### config.mk
export PLATFORM = sky130hd
export DESIGN_NAME = multicycle_control
export DESIGN_NICKNAME = d
export VERILOG_FILES = /design/src/rtl/multicycle_control.sv
export SDC_FILE = /design/constraint.sdc
export NUM_CORES = 1
export LEC_CHECK = 0
export CAP_MARGIN = 15
export CORE_ASPECT_RATIO = 0.7
export CORE_MARGIN = 10
export CORE_UTILIZATION = 45
export DETAILED_ROUTE_END_ITERATION = 16
export PLACE_DENSITY_LB_ADDON = 0.3
export SETUP_SLACK_MARGIN = 0.3
export SYNTH_ARGS = -nofsm -noshare
export SYNTH_HDL_FRONTEND = slang
export SYNTH_SLANG_ARGS = --single-unit
export TNS_END_PERCENT = 1
### constraint.sdc
create_clock -name clk -period 4.4 [get_ports clk]
set_clock_uncertainty 0.15 [all_clocks]
set_input_delay 0.66 -clock clk [delete_from_list [all_inputs] [get_ports clk]]
set_output_delay 0.66 -clock clk [all_outputs]
set_load 0.05 [all_outputs]
### src/rtl/multicycle_control.sv
// Main control FSM of the multicycle CPU datapath.
// Steps each instruction through fetch/decode/execute/memory/writeback and
// steers the shared ALU, memory port and register file. The Moore outputs are
// registered: each one is computed from the next state and loaded together
// with the state register. The only exception is the FETCH-phase IR/PC write
// strobes, which are gated by mem_ready in the same cycle.
module multicycle_control #(
    parameter logic [2:0] ALUOP_ADD   = 3'b010,
    parameter logic [2:0] ALUOP_SUB   = 3'b110,
    parameter logic [2:0] ALUOP_RTYPE = 3'b111
) (
    input  logic       clk,
    input  logic       reset,
    input  logic [5:0] opcode,
    input  logic       mem_ready,
    output logic       pc_write,
    output logic       pc_write_cond,
    output logic       i_or_d,
    output logic       mem_read,
    output logic       mem_write,
    output logic       ir_write,
    output logic       mem_to_reg,
    output logic       reg_dst,
    output logic       reg_write,
    output logic       alu_src_a,
    output logic [1:0] alu_src_b,
    output logic [1:0] pc_source,
    output logic [2:0] alu_op,
    output logic       illegal
);

    localparam logic [5:0] OP_R    = 6'b000000;
    localparam logic [5:0] OP_LW   = 6'b100011;
    localparam logic [5:0] OP_SW   = 6'b101011;
    localparam logic [5:0] OP_BEQ  = 6'b000100;
    localparam logic [5:0] OP_ADDI = 6'b001000;
    localparam logic [5:0] OP_J    = 6'b000010;

    typedef enum logic [3:0] {
        S_FETCH     = 4'd0,
        S_DECODE    = 4'd1,
        S_MEM_ADDR  = 4'd2,
        S_MEM_READ  = 4'd3,
        S_MEM_WB    = 4'd4,
        S_MEM_WRITE = 4'd5,
        S_R_EXEC    = 4'd6,
        S_R_WB      = 4'd7,
        S_ADDI_EXEC = 4'd8,
        S_ADDI_WB   = 4'd9,
        S_BRANCH    = 4'd10,
        S_JUMP      = 4'd11
    } state_t;

    // Control word of one state. The fetch bit marks the phase whose IR/PC
    // write strobes are qualified by mem_ready.
    typedef struct packed {
        logic       fetch;
        logic       pc_write;
        logic       pc_write_cond;
        logic       i_or_d;
        logic       mem_read;
        logic       mem_write;
        logic       mem_to_reg;
        logic       reg_dst;
        logic       reg_write;
        logic       alu_src_a;
        logic [1:0] alu_src_b;
        logic [1:0] pc_source;
        logic [2:0] alu_op;
    } ctrl_t;

    state_t state_reg;
    state_t state_next;
    ctrl_t  ctrl_reg;
    logic   illegal_reg;
    logic   opcode_known;

    // Moore output table: every field is zero unless the state asserts it.
    function automatic ctrl_t decode_ctrl(input state_t s);
        ctrl_t c;
        c = '0;
        case (s)
            S_FETCH: begin
                c.fetch     = 1'b1;
                c.mem_read  = 1'b1;
                c.alu_src_b = 2'b01;
                c.alu_op    = ALUOP_ADD;
            end
            S_DECODE: begin
                c.alu_src_b = 2'b11;
                c.alu_op    = ALUOP_ADD;
            end
            S_MEM_ADDR, S_ADDI_EXEC: begin
                c.alu_src_a = 1'b1;
                c.alu_src_b = 2'b10;
                c.alu_op    = ALUOP_ADD;
            end
            S_MEM_READ: begin
                c.mem_read = 1'b1;
                c.i_or_d   = 1'b1;
            end
            S_MEM_WB: begin
                c.reg_write  = 1'b1;
                c.mem_to_reg = 1'b1;
            end
            S_MEM_WRITE: begin
                c.mem_write = 1'b1;
                c.i_or_d    = 1'b1;
            end
            S_R_EXEC: begin
                c.alu_src_a = 1'b1;
                c.alu_op    = ALUOP_RTYPE;
            end
            S_R_WB: begin
                c.reg_write = 1'b1;
                c.reg_dst   = 1'b1;
            end
            S_ADDI_WB: begin
                c.reg_write = 1'b1;
            end
            S_BRANCH: begin
                c.alu_src_a     = 1'b1;
                c.alu_op        = ALUOP_SUB;
                c.pc_write_cond = 1'b1;
                c.pc_source     = 2'b01;
            end
            S_JUMP: begin
                c.pc_write  = 1'b1;
                c.pc_source = 2'b10;
            end
            default: ;
        endcase
        return c;
    endfunction

    // Flag whether the IR opcode is one this controller can execute.
    always_comb begin
        opcode_known = 1'b0;
        case (opcode)
            OP_R, OP_LW, OP_SW, OP_BEQ, OP_ADDI, OP_J: opcode_known = 1'b1;
            default: opcode_known = 1'b0;
        endcase
    end

    // Next-state logic; unused encodings fall back to FETCH.
    always_comb begin
        state_next = S_FETCH;
        case (state_reg)
            S_FETCH:     state_next = mem_ready ? S_DECODE : S_FETCH;
            S_DECODE: begin
                case (opcode)
                    OP_R:          state_next = S_R_EXEC;
                    OP_LW, OP_SW:  state_next = S_MEM_ADDR;
                    OP_BEQ:        state_next = S_BRANCH;
                    OP_ADDI:       state_next = S_ADDI_EXEC;
                    OP_J:          state_next = S_JUMP;
                    default:       state_next = S_FETCH;
                endcase
            end
            // Only LW and SW reach this state, so SW vs. anything else suffices.
            S_MEM_ADDR:  state_next = (opcode == OP_SW) ? S_MEM_WRITE : S_MEM_READ;
            S_MEM_READ:  state_next = mem_ready ? S_MEM_WB : S_MEM_READ;
            S_MEM_WB:    state_next = S_FETCH;
            S_MEM_WRITE: state_next = mem_ready ? S_FETCH : S_MEM_WRITE;
            S_R_EXEC:    state_next = S_R_WB;
            S_R_WB:      state_next = S_FETCH;
            S_ADDI_EXEC: state_next = S_ADDI_WB;
            S_ADDI_WB:   state_next = S_FETCH;
            S_BRANCH:    state_next = S_FETCH;
            S_JUMP:      state_next = S_FETCH;
            default:     state_next = S_FETCH;
        endcase
    end

    // State, registered control word and sticky illegal flag; reset wins.
    always_ff @(posedge clk) begin
        if (reset) begin
            state_reg   <= S_FETCH;
            ctrl_reg    <= decode_ctrl(S_FETCH);
            illegal_reg <= 1'b0;
        end else begin
            state_reg <= state_next;
            ctrl_reg  <= decode_ctrl(state_next);
            if (state_reg == S_DECODE && !opcode_known) begin
                illegal_reg <= 1'b1;
            end
        end
    end

    assign pc_write      = ctrl_reg.pc_write | (ctrl_reg.fetch & mem_ready);
    assign ir_write      = ctrl_reg.fetch & mem_ready;
    assign pc_write_cond = ctrl_reg.pc_write_cond;
    assign i_or_d        = ctrl_reg.i_or_d;
    assign mem_read      = ctrl_reg.mem_read;
    assign mem_write     = ctrl_reg.mem_write;
    assign mem_to_reg    = ctrl_reg.mem_to_reg;
    assign reg_dst       = ctrl_reg.reg_dst;
    assign reg_write     = ctrl_reg.reg_write;
    assign alu_src_a     = ctrl_reg.alu_src_a;
    assign alu_src_b     = ctrl_reg.alu_src_b;
    assign pc_source     = ctrl_reg.pc_source;
    assign alu_op        = ctrl_reg.alu_op;
    assign illegal       = illegal_reg;

endmodule

==> impl_metrics.ini, run 1 <==
[synth]
post-synth-top-count-cell = dfxtp_1
synthCells = 119
ys.flop_type = dfxtp_1
ys_ff_latch = 21
synth_top_area_cell = dfxtp_1
synth_edf_count = 0
yosysSeqAreaShare = 0.387
syn-num-nets = 128
synth_commonest_cells = dfxtp_1 (21), nor2_1 (9), a21oi_1 (7), buf_4 (7), nand2_1 (7)
syn-cell-area_um2 = 1090
ys_async_sr_fraction = 0
yosysTopAreaCellShare = 0.387
synth.avg_cell_area_um2 = 9.14
synth_area_leaders = dfxtp_1 (39%), buf_4 (4.8%), a21oi_1 (3.2%)
ys_warn_count = 0
ys_types = 43

[timing]
worst_pin_slew_ps = 551
rsz0062_at_grt = false
fin_crit_sh = 0.723
slew_viol_final = 0
relSlewSlack = 0.632
period_needed_ps = 3180
report.final.setup_viol = 0
fin_tns_setup_ps = 0
fmax_ghz = 0.314
fin_hold_ws_ps = 339
setup_ws_ps = 1220
hold_viol_final = 0

[die]
io_pins = 27
coreArea_um2 = 2220
fp.dieW_um = 78.8
fp.dieArea_um2 = 4810
dieHeight_um = 61.1
start_util = 0.489
num_rows = 14

[setup_path]
worst_ep_required_time_ps = 3590
path_max_fanout = 9
arrival_ps = 2370
endpoint_kind = output pin
worstSetupPathType = primary input to output pin
critPathLaunch = mem_ready
cp-start-kind = primary input
r2r-start = state_reg[0]

[detailed_routing]
wl_per_cell_um = 15.6
drc = 0
antenna_left = 0
vias = 914
viasPerCell = 5.44
drtIter0Drc = 128
drt-total-wl_um = 2630
drtPass1Iterations = 4

[clock_network]
clockBufferDepth = 2
cts_setup_buffers = 0
clkSinkCount = 21
cts_root_buffer = clkbuf_4
tritoncts = built
clkTransAtPathRegs_ps = 100
numCtsBuffers = 3
post_cts_resize_count = 0
clk_latency_ps = 300
cts_max_level = 1
holdBufCountCts = 0

[global_route]
grt_overflow = 0
grt_first_pass_wirelength_um = 4270
grt_pass1_vias = 887
grt_max_degree = 17
antenna_found_initial = 0
grt_use_total = 0.112

[finish]
nets = 146
drive_above_1_share = 0.110
largest_reg_flops = 4
nFillCells = 196
diodes = 0
area_growth_syn_to_layout_pct = 21.5

[hold_path]
holdCritStartpoint = illegal
hold_class = flop to flop

[outcome]
outcome = completed

[place]
pre_cts_ws_ps = 1200
gp_congestion = 0.812
hpwl_um = 2030
io_buffers = 26

[power_and_ir_drop]
ir_drop_mv = 0.193
p_per_area_nw_per_um2 = 273
finalPower_w = 0.000360
power.leakage_nw = 0.462

[run]
cap_violations = 0
## metrics by stage
step	instances	cell area [um2]	util
global route	168	1320	0.594
finish	168	1320	0.594
global placement	164	1290	0.582
CTS	168	1320	0.594
detailed placement	164	1290	0.582
floorplan	119	1090	-
## path summary, 6_finish.rpt
| check | end | slack [ps] | cells after the start |
|---|---|---|---|
| worst min-delay path | illegal | 340 | 2 |
| worst max-delay path | pc_write | 1220 | 4 |
| worst min register to register | illegal | 340 | 2 |
| worst max register to register | mem_read | 2340 | 5 |
## cells by family (layout without fill, tap and decap cells)
group                     Yosys count  in the layout  share of synthesized area
and+or+nand+nor                    53             53                      0.348
buffers and inverters              18             35                      0.104
xor gates and xnor gates            1              1                    0.00806
DFF                                21             21                      0.387
AOI/OAI and AO/OA                  26             26                      0.154
## layout make-up
| type | instances | area [um2] | share of cell area |
|---|---|---|---|
| inverters | 5 | 20.0 | 0.0152 |
| flip-flops and latches | 21 | 420 | 0.318 |
| clock buffers | 4 | 26.3 | 0.0199 |
| repair buffers | 26 | 260 | 0.197 |
| well taps | 32 | 40.0 | 0.0303 |
| multi-input cells | 80 | 554 | 0.420 |
## worst max-delay path: stages
cell             delay (ps)
clkdlybuf4s50_1         530
and2_1                  210
or2_2                   270
clkdlybuf4s50_1         700
## power breakdown
part           switching, W  total [W]  leakage (nW)  internal, W
Combinational     0.0000423  0.0000712         0.277    0.0000289
Sequential       0.00000430   0.000200         0.171     0.000195
Clock             0.0000541  0.0000895        0.0150    0.0000353
Total              0.000101   0.000360         0.462     0.000260
## layer usage
| metal | up-vias | part of all wire | global-route usage |
|---|---|---|---|
| met5 | - | 0 | 0 |
| met4 | 0 | 0.0023 | 0.0153 |
| met3 | 3 | 0.11 | 0.0567 |
| met2 | 36 | 0.46 | 0.186 |
| met1 | 422 | 0.43 | 0.132 |
| li1 | 453 | - | - |
## placed cells by master (no fill, tap or decap), types with 2 or more instances in the layout
master,netlist,layout
clkdlybuf4s50_1,0,26
or2_2,2,2
clkbuf_4,0,3
nor3_1,3,3
or2_4,2,2
inv_1,4,4
nand3b_1,3,3
dfxtp_1,21,21
nand4b_1,2,2
nand2_1,7,7
nor4_1,2,2
a21oi_1,7,7
o21ai_0,4,4
nor2_1,9,9
a31oi_1,5,5
nand2b_1,4,4
nand3_1,4,4
and2b_1,2,2
and2_1,3,3
Power figures use the tool's default switching activity.
==> inputs of run 2 (changes only) <==
--- a/config.mk
+++ b/config.mk
@@ -8,7 +8,7 @@
 export CAP_MARGIN = 15
 export CORE_ASPECT_RATIO = 0.7
 export CORE_MARGIN = 10
-export CORE_UTILIZATION = 45
+export CORE_UTILIZATION = 43
 export DETAILED_ROUTE_END_ITERATION = 16
 export PLACE_DENSITY_LB_ADDON = 0.3
 export SETUP_SLACK_MARGIN = 0.3
==> constraint.sdc (replaced) <==
create_clock -name clk -period 2.9 [get_ports clk]
set_clock_uncertainty 0.15 [all_clocks]
set_input_delay 0.435 -clock clk [delete_from_list [all_inputs] [get_ports clk]]
set_output_delay 0.435 -clock clk [all_outputs]
set_load 0.05 [all_outputs]
==> run 2 against run 1 <==
Against the previous run:
- register-to-register slack got worse by 1400 ps
- global-route usage fell by 0.24 points
- combinational power is 49% higher
- die area increased by 3.3%
- critical path depth is 2 higher
- count of clock-buffer cells in the layout fell by 1
- wire length is 2.2% lower
- core utilization fell by 5.0 points
- first-iteration DRC count shrank 51%
- setup slack got worse by 630 ps
- non-clock buffer count is 1 higher
- largest power group unchanged
- highest routed layer unchanged
==> impl_metrics.ini, run 2 (synthesized netlist as in run 1, its figures left out) <==
[timing]
report.final.setup_viol = 0
slew_viol_final = 0
rsz0062_at_grt = false
fin_crit_sh = 0.797
worst_pin_slew_ps = 573
fin_hold_ws_ps = 349
relSlewSlack = 0.614
period_needed_ps = 2310
hold_viol_final = 0
fin_tns_setup_ps = 0
fmax_ghz = 0.433

[finish]
area_growth_syn_to_layout_pct = 22.1
layout_commonest_cell = clkdlybuf4s50_1
drive_above_1_share = 0.139
nFillCells = 229
fin_area_um2 = 1330
fin_util = 0.544
largest_reg_flops = 4
diodes = 0
nets = 147
most-common-layout-cells = clkdlybuf4s50_1 (24), dfxtp_1 (21), nor2_1 (9)

[global_route]
grt_max_degree = 17
grt_pass1_vias = 879
grt_first_pass_wirelength_um = 4240
antenna_found_initial = 0
grt_overflow = 0
grt_use_total = 0.110

[setup_path]
cp-start-kind = primary input
worst_ep_required_time_ps = 2930
rrSetupSlack_ps = 890
path_max_fanout = 5
worstSetupPathType = primary input to flop
endpoint_kind = flop
arrival_ps = 2340

[power_and_ir_drop]
ir_drop_mv = 0.321
power.leakage_nw = 0.472
p_per_area_nw_per_um2 = 410

[clock_network]
numCtsBuffers = 3
clkTransAtPathRegs_ps = 110
clkSinkCount = 21
cts_root_buffer = clkbuf_4
holdBufCountCts = 0
cts_max_level = 1
tritoncts = built
clockBufferDepth = 2
clk_latency_ps = 290
cts_setup_buffers = 0
post_cts_resize_count = 0

[detailed_routing]
antenna_left = 0
drtIter0Drc = 63
drt-total-wl_um = 2570
vias = 934
drtPass1Iterations = 4
viasPerCell = 5.46
drc = 0
wl_per_cell_um = 15.0

[die]
start_util = 0.446
fp.dieArea_um2 = 4970
fp.dieW_um = 80.1
coreArea_um2 = 2440
num_rows = 15
dieHeight_um = 62.1
io_pins = 27

[run]
cap_violations = 0

[place]
hpwl_um = 2020
io_buffers = 26
gp_congestion = 0.866
dpl-instance-area_um2 = 1300

[outcome]
outcome = completed

[hold_path]
hold_class = flop to flop
[run 2: cell count changes in the layout (fill, tap and decap cells not counted), sizes merged]
cell,previous run,this run
clkinv,1,2
clkdlybuf4s50,26,24
clkbuf,4,3
buf,0,3
[run 2: metal layers]
metal  part of all wire  wire length (um)  up-vias  track usage
li1                   -                 -      457            -
met1               0.43              1110      428        0.133
met2               0.45              1140       42        0.173
met3               0.11               281        7       0.0517
met4              0.014                35        0       0.0225
met5                  0                 0        -            0
[run 2: stage by stage]
step	total power [W]	cells	setup slack, ps
after global placement	0.000414	167	517
after detailed placement	0.000416	167	298
after global routing	0.000575	171	541
after CTS	0.000548	171	625
final	0.000544	171	589
after floorplan	0.000383	119	840
[run 2: final cells by class]
type,count,area (um2),area share
clock buffer,3,22.5,0.0170
clock inverter,1,5.00,0.00377
inverter,5,20.0,0.0151
multi-input combinational,80,554,0.418
sequential,21,420,0.317
tap,34,42.5,0.0320
timing repair buffer,27,263,0.198
[run 2: worst max-delay path, stage by stage]
cell             delay, ps
clkdlybuf4s50_1        480
nor4_1                 570
nand4b_1               300
and4b_4                290
o311ai_1               140
nand3b_1               120
[run 2: power by group]
group,internal [W],leakage (nW),switching (W)
Sequential,0.000297,0.171,0.00000658
Combinational,0.0000432,0.283,0.0000632
Clock,0.0000514,0.0177,0.0000827
Total,0.000391,0.472,0.000152
[run 2: final timing paths]
path,start,end,depth (start not counted)
min,illegal,illegal,2
max,opcode[0],mem_read,6
min reg2reg,illegal,illegal,2
max reg2reg,state_reg[0],mem_read,5
